### config.mk
export PLATFORM = sky130hd
export DESIGN_NAME = ex_xmit
export DESIGN_NICKNAME = d
export VERILOG_FILES = /design/src/rtl/ex_xmit_pkg.sv /design/src/rtl/ex_xmit_slots.sv /design/src/rtl/ex_xmit.sv
export SDC_FILE = /design/constraint.sdc
export NUM_CORES = 1
export LEC_CHECK = 0
export ABC_AREA = 1
export BUFFER_PORTS_ARGS = -buffer_cell sky130_fd_sc_hd__buf_2
export CORE_UTILIZATION = 28
export DETAILED_ROUTE_END_ITERATION = 8
export PLACE_DENSITY_LB_ADDON = 0.08
export SLEW_MARGIN = 25
export SYNTH_ARGS = -nofsm -noshare
export SYNTH_HDL_FRONTEND = slang
export SYNTH_SLANG_ARGS = --single-unit
export TNS_END_PERCENT = 50
### constraint.sdc
create_clock -name clk -period 17.4 [get_ports clk]
set_clock_uncertainty 0.05 [all_clocks]
set_input_delay 0.87 -clock clk [delete_from_list [all_inputs] [get_ports clk]]
set_output_delay 0.87 -clock clk [all_outputs]
set_load 0.1 [all_outputs]
### src/rtl/ex_xmit_pkg.sv
// Shared EX-bundle definitions: bundle width, field offsets and bundle type.
package ex_pkg;

  localparam int EX_BUNDLE_W    = 270;
  localparam int EX_V_BIT       = 0;
  localparam int EX_FETCHID_LSB = 1;
  localparam int EX_FETCHID_MSB = 4;
  localparam int EX_PAYLOAD_LSB = 5;
  localparam int EX_PAYLOAD_MSB = 220;
  localparam int EX_CS_LSB      = 221;
  localparam int EX_CS_MSB      = 269;

  typedef logic [EX_BUNDLE_W-1:0] ex_bundle_t;

  function automatic logic ex_is_valid(input ex_bundle_t b);
    return b[EX_V_BIT];
  endfunction

endpackage

### src/rtl/ex_xmit_slots.sv
// Two-entry bundle register file: one synchronous write port, one asynchronous read port.
module ex_xmit_slots
  import ex_pkg::*;
#(
  parameter int W = EX_BUNDLE_W
) (
  input  logic         clk,
  input  logic         rst,
  input  logic         we,
  input  logic         waddr,
  input  logic [W-1:0] wdata,
  input  logic         raddr,
  output logic [W-1:0] rdata
);

  logic [W-1:0] slot0_r;
  logic [W-1:0] slot1_r;

  // Slot storage, cleared on reset.
  always_ff @(posedge clk or posedge rst) begin
    if (rst) begin
      slot0_r <= '0;
      slot1_r <= '0;
    end else if (we) begin
      if (waddr) begin
        slot1_r <= wdata;
      end else begin
        slot0_r <= wdata;
      end
    end
  end

  // Asynchronous read mux.
  always_comb begin
    rdata = slot0_r;
    if (raddr) begin
      rdata = slot1_r;
    end else begin
      rdata = slot0_r;
    end
  end

endmodule

### src/rtl/ex_xmit.sv
// EX latch transmit skid buffer: two-entry in-order bundle queue with back-pressure.
// Optional squash input enabled by defining EX_XMIT_FLUSH_EN.
module ex_xmit
  import ex_pkg::*;
#(
  parameter int W     = EX_BUNDLE_W,
  parameter int DEPTH = 2
) (
  input  logic         clk,
  input  logic         rst,
  input  logic [W-1:0] in_data,
  output logic         up_stall,
  output logic [W-1:0] out_data,
  input  logic         stall,
`ifdef EX_XMIT_FLUSH_EN
  input  logic         flush,
`endif
  output logic [1:0]   count
);

  localparam int PTR_W = $clog2(DEPTH);

  logic [PTR_W-1:0] wr_ptr_r;
  logic [PTR_W-1:0] rd_ptr_r;
  logic [1:0]       count_r;
  logic             push_s;
  logic             pop_s;
  logic             flush_s;
  logic [W-1:0]     rdata_s;

`ifdef EX_XMIT_FLUSH_EN
  assign flush_s = flush;
`else
  assign flush_s = 1'b0;
`endif

  assign up_stall = (count_r == 2'd2);
  assign push_s   = in_data[EX_V_BIT] && !up_stall;
  assign pop_s    = (count_r != 2'd0) && !stall;
  assign count    = count_r;

  ex_xmit_slots #(.W(W)) u_slots (
    .clk   (clk),
    .rst   (rst),
    .we    (push_s && !flush_s),
    .waddr (wr_ptr_r),
    .wdata (in_data),
    .raddr (rd_ptr_r),
    .rdata (rdata_s)
  );

  // Pointer and occupancy control; flush beats both push and pop.
  always_ff @(posedge clk or posedge rst) begin
    if (rst) begin
      wr_ptr_r <= '0;
      rd_ptr_r <= '0;
      count_r  <= 2'd0;
    end else if (flush_s) begin
      wr_ptr_r <= '0;
      rd_ptr_r <= '0;
      count_r  <= 2'd0;
    end else begin
      if (push_s) begin
        wr_ptr_r <= wr_ptr_r + 1'b1;
      end
      if (pop_s) begin
        rd_ptr_r <= rd_ptr_r + 1'b1;
      end
      case ({push_s, pop_s})
        2'b10:   count_r <= count_r + 2'd1;
        2'b01:   count_r <= count_r - 2'd1;
        default: count_r <= count_r;
      endcase
    end
  end

  // Head bundle with valid forced high; a zero bubble when empty.
  always_comb begin
    out_data = '0;
    if (count_r != 2'd0) begin
      out_data = rdata_s | {{(W-1){1'b0}}, 1'b1};
    end else begin
      out_data = '0;
    end
  end

endmodule
==> metrics.md, run 1 <==
| Metric | Value |
|---|---|
| Critical path startpoint | count[0]$_DFFE_PP0P_ |
| Syn nets | 3591 |
| Postcts setup bufs | 0 |
| Final TNS setup | 0 ns |
| Vias | 24675 |
| Synth Area per Inst | 7.81 um2 |
| Root buf cell | clkbuf_16 |
| Largest area contributor in the netlist | dfrtp_1 |
| Max Root-Sink Buffers | 3 |
| Fillers | 10123 |
| Layout cells sized above 1 | 18.7% |
| Worst Path Max Fanout | 66 |
| Grt ovf | 0 |
| Pin count of the biggest net entering global routing | 208 |
| Final worst path period need | 4.96 ns |
| Share of the synthesized area in the top cell type | 52.3% |
| Placed inst area | 29100 um2 |
| Final Max Tran Viols | 0 |
| Post-synthesis cell count | 3317 |
| Max Cap Viol | 0 |
| PortBufs | 545 |
| DRC Markers | 0 |
| First-pass GRT wire length | 157000 um |
| Die X | 306 um |
| Sequential-to-total area share from yosys stat | 52.3% |
| CTS Buf Count | 69 |
| Hold buffers post-CTS | 0 |
| WP data required | 16.48 ns |
| Std cell rows | 111 |
| CTS tree | yes |
| Unrepaired setup endpoints after global routing | false |
| Post-Route WL | 102000 um |
| Boundary Pins | 546 |
| Max Freq | 0.202 GHz |
| Critical path start-end classification | flop to primary output |
| Area of the mapped netlist | 25900 um2 |
| Area growth from synthesis to final layout | 21.1% |
| CP Capture Type | primary output |
| R2r startpoint | count[0]$_DFFE_PP0P_ |
| Post-cts sizing count | 0 |
| Core Area | 91700 um2 |
| #FFs+latches synth | 542 |
| Post-route ant nets | 0 |
| Clk sinks | 542 |
| Netlist cell types | 17 |
| Normalized max-slew margin | 27.3% |
| Synth top cells by count | nand2_1 (1624), dfrtp_1 (542), nand4_1 (539) |
| Ys flop type | dfrtp_1 |
| Initial antenna violation count | 43 |
| Fin nets | 3918 |
| GRT Total Usage | 21.4% |
| Final hold vios | 0 |
| Post-synth EDFFs | 0 |
| DR vias/cell | 5.04 |
| Vias in the first global route | 24386 |
| Hpwl dp | 59200 um |
| Leading post-synthesis cells by cell area | dfrtp_1 (52%), nand2_1 (24%), nand4_1 (13%) |
| H-tree depth | 3 |
| CTS clk-pin slew, worst paths | 0.05 ns |
| Die H | 306 um |
| Min-Delay Path Class | primary input to async pin |
| Status | finished clean |
| DRT iter0 DRCs | 1598 |
| Most common cell in the netlist | nand2_1 |
| Skew-Pair Late Insertion Delay | 0.60 ns |
| Pre-Repair DR Iteration Count | 5 |
| Crit path DAT | 4.04 ns |
| Die ar. | 93800 um2 |
| Final period util | 28.5% |
| Initial Util | 28.3% |
| Fin area | 31400 um2 |
| Worst slew pin tran | 1.09 ns |
| DR WL/cell | 20.9 um |
| Final number of setup-violating endpoints | 0 |
| GPL Wtd Cong | 0.763 |
| Synth async-reset ratio | 100% |
| Synth Warn # | 0 |
| Crit path launch type | flop |
layout make-up:
type                    count  area (um2)  area share [%]
diodes                     21        52.6           0.167
clock buffers             105        2080            6.61
clock inverters            10        97.6           0.311
inverters                   9        56.3           0.179
multi-input cells        2440       10900            34.7
flip-flops and latches    542       13600            43.2
well taps                1186        1480            4.73
repair buffers            582        3140            10.0
worst max-delay path: stages, from the launching register on:
cell	delay, ns
dfrtp_1	0.45
nor2_4	0.81
buf_4	0.66
buf_4	0.74
a21oi_1	0.25
buf_2	0.38
layout by cell type, fill, tap and decap left out, types with 5 or more instances in the layout:
cell type / instances
clkbuf_8: 15
buf_4: 26
clkinv_2: 5
buf_12: 6
buf_2: 544
nand4_1: 539
clkbuf_1: 18
clkbuf_16: 72
nand2_1: 1623
inv_1: 6
diode_2: 21
dfrtp_1: 540
a21oi_1: 269
kinds of logic after synthesis:
group | Yosys count | share of synthesized area, %
buffers and inverters | 335 | 5.68
DFF | 542 | 52.3
AOI/OAI and AO/OA | 270 | 5.21
xor gates and xnor gates | 1 | 0.0338
adders and majority gates | 1 | 0.0483
and+or+nand+nor | 2168 | 36.7
metal layers:
| layer | wire length (um) | global-route usage, % |
|---|---|---|
| met1 | 43700 | 27.6 |
| met3 | 5590 | 4.89 |
| met4 | 3290 | 8.10 |
| met5 | 245 | 0 |
| met2 | 49300 | 35.0 |
final timing paths:
path | to | slack [ns] | depth (start not counted)
worst max-delay path | out_data[73] | 12.44 | 5
worst min-delay path | u_slots.slot0_r[25]$_DFFE_PP0P_ | 0.40 | 2
worst max register to register | u_slots.slot0_r[208]$_DFFE_PP0P_ | 13.70 | 7
worst min register to register | u_slots.slot1_r[243]$_DFFE_PP0P_ | 0.42 | 2
max in group asynchronous | u_slots.slot1_r[172]$_DFFE_PP0P_ | 14.66 | 4
min in group clk | u_slots.slot1_r[243]$_DFFE_PP0P_ | 0.42 | 2
metrics by stage:
stage / utilization, % / hold WS, ns / worst slack (ns) / instances
2_1_floorplan: - / 0.392 / 1.33 / 3317
3_3_place_gp: 31.7 / 0.404 / 12.99 / 4757
3_5_place_dp: 31.7 / 0.408 / 12.98 / 4757
4_1_cts: 34.1 / 0.404 / 12.28 / 4872
5_1_grt: 34.2 / 0.432 / 12.24 / 4891
6_report: 34.2 / 0.403 / 12.44 / 4895
sequential cells by signal, summed over array words and instances (netlist names):
signal	count
u_slots.slot0_r	269
u_slots.slot1_r	269
count	2
rd_ptr_r	1
wr_ptr_r	1
Power of run 1 is not shown: default switching activity piles up to over one toggle a cycle in this logic, so the estimate is an artifact.
==> inputs of run 2 (changes only) <==
ABC_AREA = 0   (was 1)
clock period = 4.8 ns   (was 17.4 ns; I/O delays follow)
==> run 2 against run 1 <==
Final cell count down 23%. Area after synthesis down 3.6%. Routed wire length down 29%. Synthesized cell count down 47%. Critical path depth down 1. Non-clock buffer count up 273. Register-to-register slack worse by 12 ns. Largest cell class unchanged.
==> metrics.md, run 2 <==
| Metric | Value |
|---|---|
| Max Freq | 0.307 GHz |
| Root buf cell | clkbuf_16 |
| Fin nets | 2834 (-28%) |
| #FFs+latches synth | 542 (unchanged) |
| Max Cap Viol | 0 (unchanged) |
| WP data required | 4.51 ns (-11.97 ns) |
| Layout cells sized above 1 | 47.1% (+28 points) |
| Hpwl dp | 48600 um (-18%) |
| Netlist cell types | 17 (unchanged) |
| Ys flop type | dfrtp_1 |
| Normalized max-slew margin | 33.3% (+5.9 points) |
| Synth async-reset ratio | 100% (unchanged) |
| Worst Path Max Fanout | 43 (-35%) |
| Post-route ant nets | 0 (unchanged) |
| Final Max Tran Viols | 0 (unchanged) |
| Share of the synthesized area in the top cell type | 54.3% (+2.0 points) |
| Final number of setup-violating endpoints | 0 (unchanged) |
| DR WL/cell | 19.1 um (-8.3%) |
| Final hold vios | 0 (unchanged) |
| Min-Delay Path Class | primary input to async pin |
| Final period util | 67.8% |
| CTS clk-pin slew, worst paths | 0.05 ns (about the same) |
| Post-synthesis cell count | 1754 (-47%) |
| Final worst path period need | 3.25 ns |
| Post-cts sizing count | 0 (unchanged) |
| GRT Total Usage | 15.9% (-5.5 points) |
| DRC Markers | 0 (unchanged) |
| DR vias/cell | 4.45 (-12%) |
| Die ar. | 90400 um2 (-3.6%) |
| Std cell rows | 109 (-1.8%) |
| R2r startpoint | count[0]$_DFFE_PP0P_ |
| CTS tree | yes |
| Sequential-to-total area share from yosys stat | 54.3% (+2.0 points) |
| Area growth from synthesis to final layout | 35.8% |
| Initial antenna violation count | 6 (-86%) |
| DRT iter0 DRCs | 481 (-70%) |
| Leading post-synthesis cells by cell area | dfrtp_1 (54%), mux2_2 (15%), mux2_4 (12%) |
| Max Root-Sink Buffers | 3 (unchanged) |
| Synth Warn # | 0 (unchanged) |
| CP Capture Type | primary output |
| RR Endpoint | u_slots.slot1_r[74]$_DFFE_PP0P_ |
| Crit path DAT | 2.96 ns (-1.08 ns) |
| Syn nets | 2028 (-44%) |
| Most common cell in the netlist | dfrtp_1 |
| PortBufs | 545 (unchanged) |
| Core Area | 88400 um2 (-3.6%) |
| Post-synth EDFFs | 0 (unchanged) |
| Synth Area per Inst | 14.2 um2 (+82%) |
| Critical path start-end classification | flop to primary output |
| Most common cell after layout, fill and taps aside | buf_2 |
| Path depth of the worst reg2reg path | 4 (-3) |
| Final TNS setup | 0 ns (unchanged) |
| Worst slew pin tran | 0.998 ns (-0.0921 ns) |
| Final core occ | 38.4% (+4.1 points) |
| First-pass GRT wire length | 112000 um (-29%) |
| Slowest CP cell | dfrtp_4 |
| Area of the mapped netlist | 25000 um2 (-3.6%) |
| Vias | 16822 (-32%) |
| Worst R2R Setup Slack | 2.17 ns (-11.53 ns) |
| Most frequent cells in the layout | buf_2 (545), dfrtp_1 (541), mux2_2 (338) |
| CP cell instances | buf_4 > mux2i_1 > nor2_1 > buf_2 |
| Boundary Pins | 546 (unchanged) |
| Skew-Pair Late Insertion Delay | 0.59 ns (about the same) |
| Pre-Repair DR Iteration Count | 7 (+2) |
| Grt ovf | 0 (unchanged) |
| Pin count of the biggest net entering global routing | 132 (-37%) |
| Synth top cells by count | dfrtp_1 (542), mux2_2 (338), nor2_1 (272) |
| Vias in the first global route | 18531 (-24%) |
| Fin worst setup slack | 1.55 ns (-10.89 ns) |
| GPL Wtd Cong | 0.763 (about the same) |
| CTS Buf Count | 69 (unchanged) |
| Unrepaired setup endpoints after global routing | false |
| Largest area contributor in the netlist | dfrtp_1 |
| Pre-CTS setup slack | 2.06 ns (-10.92 ns) |
| H-tree depth | 3 (unchanged) |
| Crit path buf inv count | 2 (-1) |
| Post-Route WL | 72200 um (-29%) |
| Die H | 301 um (-1.8%) |
| Status | finished clean |
| Clk sinks | 542 (unchanged) |
| Initial Util | 28.3% (about the same) |
| Hold buffers post-CTS | 272 (+272) |
| CP peak stage delay | 1.05 ns (+0.24 ns) |
| Crit path launch type | flop |
| CP top delay family | flip-flops |
| Die X | 301 um (-1.8%) |
| Postcts setup bufs | 0 (unchanged) |
| Hold Slack | 0.239 ns (-0.164 ns) |
run 2: changes by cell type in the layout (fill, tap and decap cells not counted), sizes merged, moves of 269 or more:
cell,change
mux2,+538
a21oi,-269
dlygate4sd3,+272
nor2,+270
mux2i,+269
nand2,-1623
nand4,-539
run 2: logic make-up after synthesis:
group | count (synthesis) | synth area share (%)
and+or+nand+nor | 276 | 4.21
DFF | 542 | 54.3
adders and majority gates | 1 | 0.0501
xor gates and xnor gates | 5 | 0.175
buffers and inverters | 123 | 3.20
muxes | 807 | 38.0
run 2: per-stage QoR:
stage | area (um2) | cells
finish | 33900 | 3776
global route | 33900 | 3775
CTS | 33900 | 3772
detailed placement | 28900 | 3382
global placement | 28900 | 3381
floorplan | 25000 | 1754
run 2: how the worst max path moves through the flow:
stage,slack [ns],end,cells after the start,from
2_1_floorplan,-2.86,count[0]$_DFFE_PP0P_,1,rst
4_1_cts,1.45,out_data[126],4,rd_ptr_r$_DFFE_PP0P_
6_report,1.55,out_data[138],4,rd_ptr_r$_DFFE_PP0P_
3_3_place_gp,2.08,out_data[138],4,rd_ptr_r$_DFFE_PP0P_
5_1_grt,1.36,out_data[126],4,rd_ptr_r$_DFFE_PP0P_
3_5_place_dp,2.06,u_slots.slot0_r[133]$_DFFE_PP0P_,5,count[0]$_DFFE_PP0P_
run 2: area by class of cell:
cell class | count | area [um2]
Antenna cell | 4 | 10.0
Clock inverter | 10 | 128
Fill cell | 8685 | 54500
Inverter | 3 | 15.0
Sequential cell | 542 | 13600
Timing Repair Buffer | 855 | 5960
Multi-Input combinational cell | 1089 | 10600
Clock buffer | 108 | 2140
Tap cell | 1165 | 1460
run 2: worst min-delay path, delay by kind of cell:
family	cells	cell delay (ns)
buffers and inverters	3	1.08
run 2: layer usage:
layer	vias to the layer above	track usage, %	part of all wire (%)
met5	-	0	0.051
met2	401	26.2	48
met4	6	5.33	2.9
met3	123	4.18	6.0
met1	8579	20.2	43
li1	7713	-	-
Power of run 2 is left out for the same reason.
==> inputs of run 3 (changes only) <==
clock period = 2.6 ns   (was 4.8 ns; I/O delays follow)
==> run 3 against run 2 <==
Register-to-register slack got worse by 1.6 ns. Clock-buffer cell count decreased by 4. First-iteration DRC count up 8.3%. Worst setup slack got worse by 1.5 ns. Non-clock buffer count up 33. Core utilization is 0.99 points higher. Sequential share of layout area down 1.0 points. Die area unchanged. Final cell count grew 0.82%. Critical path type unchanged. Critical endpoint is now out_data[42]. Highest routed layer unchanged.
==> metrics.md, run 3 (same netlist as run 2, synthesis figures left out) <==
| Metric | Value |
|---|---|
| Crit path buf inv count | 3 (+1) |
| Crit path DAT | 2.35 ns (-0.61 ns) |
| Final Non-Filler Cells | 3807 (+0.82%) |
| Most frequent cells in the layout | dfrtp_1 (541), buf_2 (424), mux2_2 (338) |
| Clk sinks | 542 (unchanged) |
| Die ar. | 90400 um2 (unchanged) |
| Final Max Tran Viols | 0 (unchanged) |
| Root buf cell | clkbuf_16 |
| Min-Delay Path Class | primary input to flop |
| Critical path start-end classification | flop to primary output |
| Skew-Pair Late Insertion Delay | 0.60 ns (about the same) |
| DRT iter0 DRCs | 521 (+8.3%) |
| Worst Path Max Fanout | 69 (+60%) |
| Area growth from synthesis to final layout | 39.3% |
| DR vias/cell | 4.43 (-0.46%) |
| CP top delay family | buffers and inverters |
| Die H | 301 um (unchanged) |
| CTS clk-pin slew, worst paths | 0.06 ns (about the same) |
| Fin worst setup slack | 0.0724 ns (-1.47 ns) |
| PortBufs | 545 (unchanged) |
| Post-Route WL | 73600 um (+1.8%) |
| Max Freq | 0.396 GHz |
| Pin count of the biggest net entering global routing | 115 (-13%) |
| Hpwl dp | 50500 um (+3.9%) |
| Max Root-Sink Buffers | 3 (unchanged) |
| Fin nets | 2868 (+1.2%) |
| Final TNS setup | 0 ns (unchanged) |
| Die X | 301 um (unchanged) |
| Final worst path period need | 2.53 ns |
| CTS tree | yes |
| Normalized max-slew margin | 55.1% (+22 points) |
| Core Area | 88400 um2 (unchanged) |
| CP peak stage delay | 0.50 ns (-0.55 ns) |
| Most common cell after layout, fill and taps aside | dfrtp_1 |
| Vias | 16882 (+0.36%) |
| CP cell instances | nor2_4 > buf_4 > buf_12 > nor2_1 > buf_2 |
| Post-route ant nets | 0 (unchanged) |
| Placed cells | 3412 (+0.89%) |
| Max Cap Viol | 0 (unchanged) |
| Vias in the first global route | 18808 (+1.5%) |
| DR WL/cell | 19.3 um (+0.99%) |
| WP data required | 2.42 ns (-2.09 ns) |
| H-tree depth | 3 (unchanged) |
| GPL Wtd Cong | 0.762 (about the same) |
| GRT Total Usage | 16.1% (+0.15 points) |
| First-pass GRT wire length | 114000 um (+1.5%) |
| Grt ovf | 0 (unchanged) |
| Final hold vios | 0 (unchanged) |
| DRC Markers | 0 (unchanged) |
| Boundary Pins | 546 (unchanged) |
| Pre-Repair DR Iteration Count | 5 (-2) |
| Status | finished clean |
| Final number of setup-violating endpoints | 0 (unchanged) |
| Final period util | 97.2% |
| Initial antenna violation count | 6 (unchanged) |
| Initial Util | 28.3% (unchanged) |
| Layout cells sized above 1 | 47.7% (+0.66 points) |
| Crit path launch type | flop |
| Unrepaired setup endpoints after global routing | true |
| Pre-CTS setup slack | 0.429 ns (-1.63 ns) |
| CTS Buf Count | 70 (+1.4%) |
| Worst slew pin tran | 0.674 ns (-0.324 ns) |
| Slowest CP cell | dfrtp_1 |
| CP Capture Type | primary output |
| Std cell rows | 109 (unchanged) |
-- run 3: worst paths after layout --
check / slack [ns] / cells past startpoint / startpoint / end
setup / recovery: 0.07 / 5 / count[1]$_DFFE_PP0P_ / out_data[42]
hold / removal: 0.24 / 3 / in_data[221] / u_slots.slot0_r[221]$_DFFE_PP0P_
setup reg to reg: 0.56 / 5 / count[0]$_DFFE_PP0P_ / u_slots.slot0_r[187]$_DFFE_PP0P_
hold reg to reg: 0.45 / 1 / u_slots.slot0_r[70]$_DFFE_PP0P_ / u_slots.slot0_r[70]$_DFFE_PP0P_
max in group asynchronous: 1.51 / 4 / rst / u_slots.slot0_r[87]$_DFFE_PP0P_
min in group asynchronous: 0.33 / 4 / rst / u_slots.slot1_r[246]$_DFFE_PP0P_
-- run 3: layout make-up --
cell class,instances,area [um2]
clock buffers,104,2040
diodes,2,5.00
inverters,3,15.0
clock inverters,14,174
multi-input cells,1089,10600
fillers,8551,53600
flip-flops and latches,542,13600
well taps,1165,1460
repair buffers,888,6890
-- run 3: timing repair --
| item | CTS | global route |
|---|---|---|
| endpoints found under the hold margin | 785 | 0 |
| hold buffers | 272 | 0 |
| setup buffers | 3 | 0 |
| gates resized for setup | 54 | 61 |
| setup endpoints to repair | 155 | 61 |
-- run 3: metal layers --
metal  up-vias  share of wire (%)  GRT usage (%)
met1      8613                 44           20.8
met4         8                2.5           4.86
met5         -              0.064              0
met2       382                 48           26.4
met3       109                5.6           3.95
li1       7770                  -              -
-- run 3: tightest hold or removal path, delay by kind of cell --
kind	cells	cell delay, ns
buffers and inverters	2	0.61
multiplexers	1	0.13
-- run 3: through the flow --
| step | utilization (%) | area, um2 | hold slack, ns |
|---|---|---|---|
| 2_1_floorplan | - | 25000 | 0.228 |
| 3_3_place_gp | 33.4 | 29500 | 0.325 |
| 6_report | 39.4 | 34800 | 0.245 |
| 5_1_grt | 39.4 | 34800 | 0.221 |
| 4_1_cts | 39.2 | 34600 | 0.191 |
| 3_5_place_dp | 33.4 | 29500 | 0.329 |
Power of run 3 is left out for the same reason.
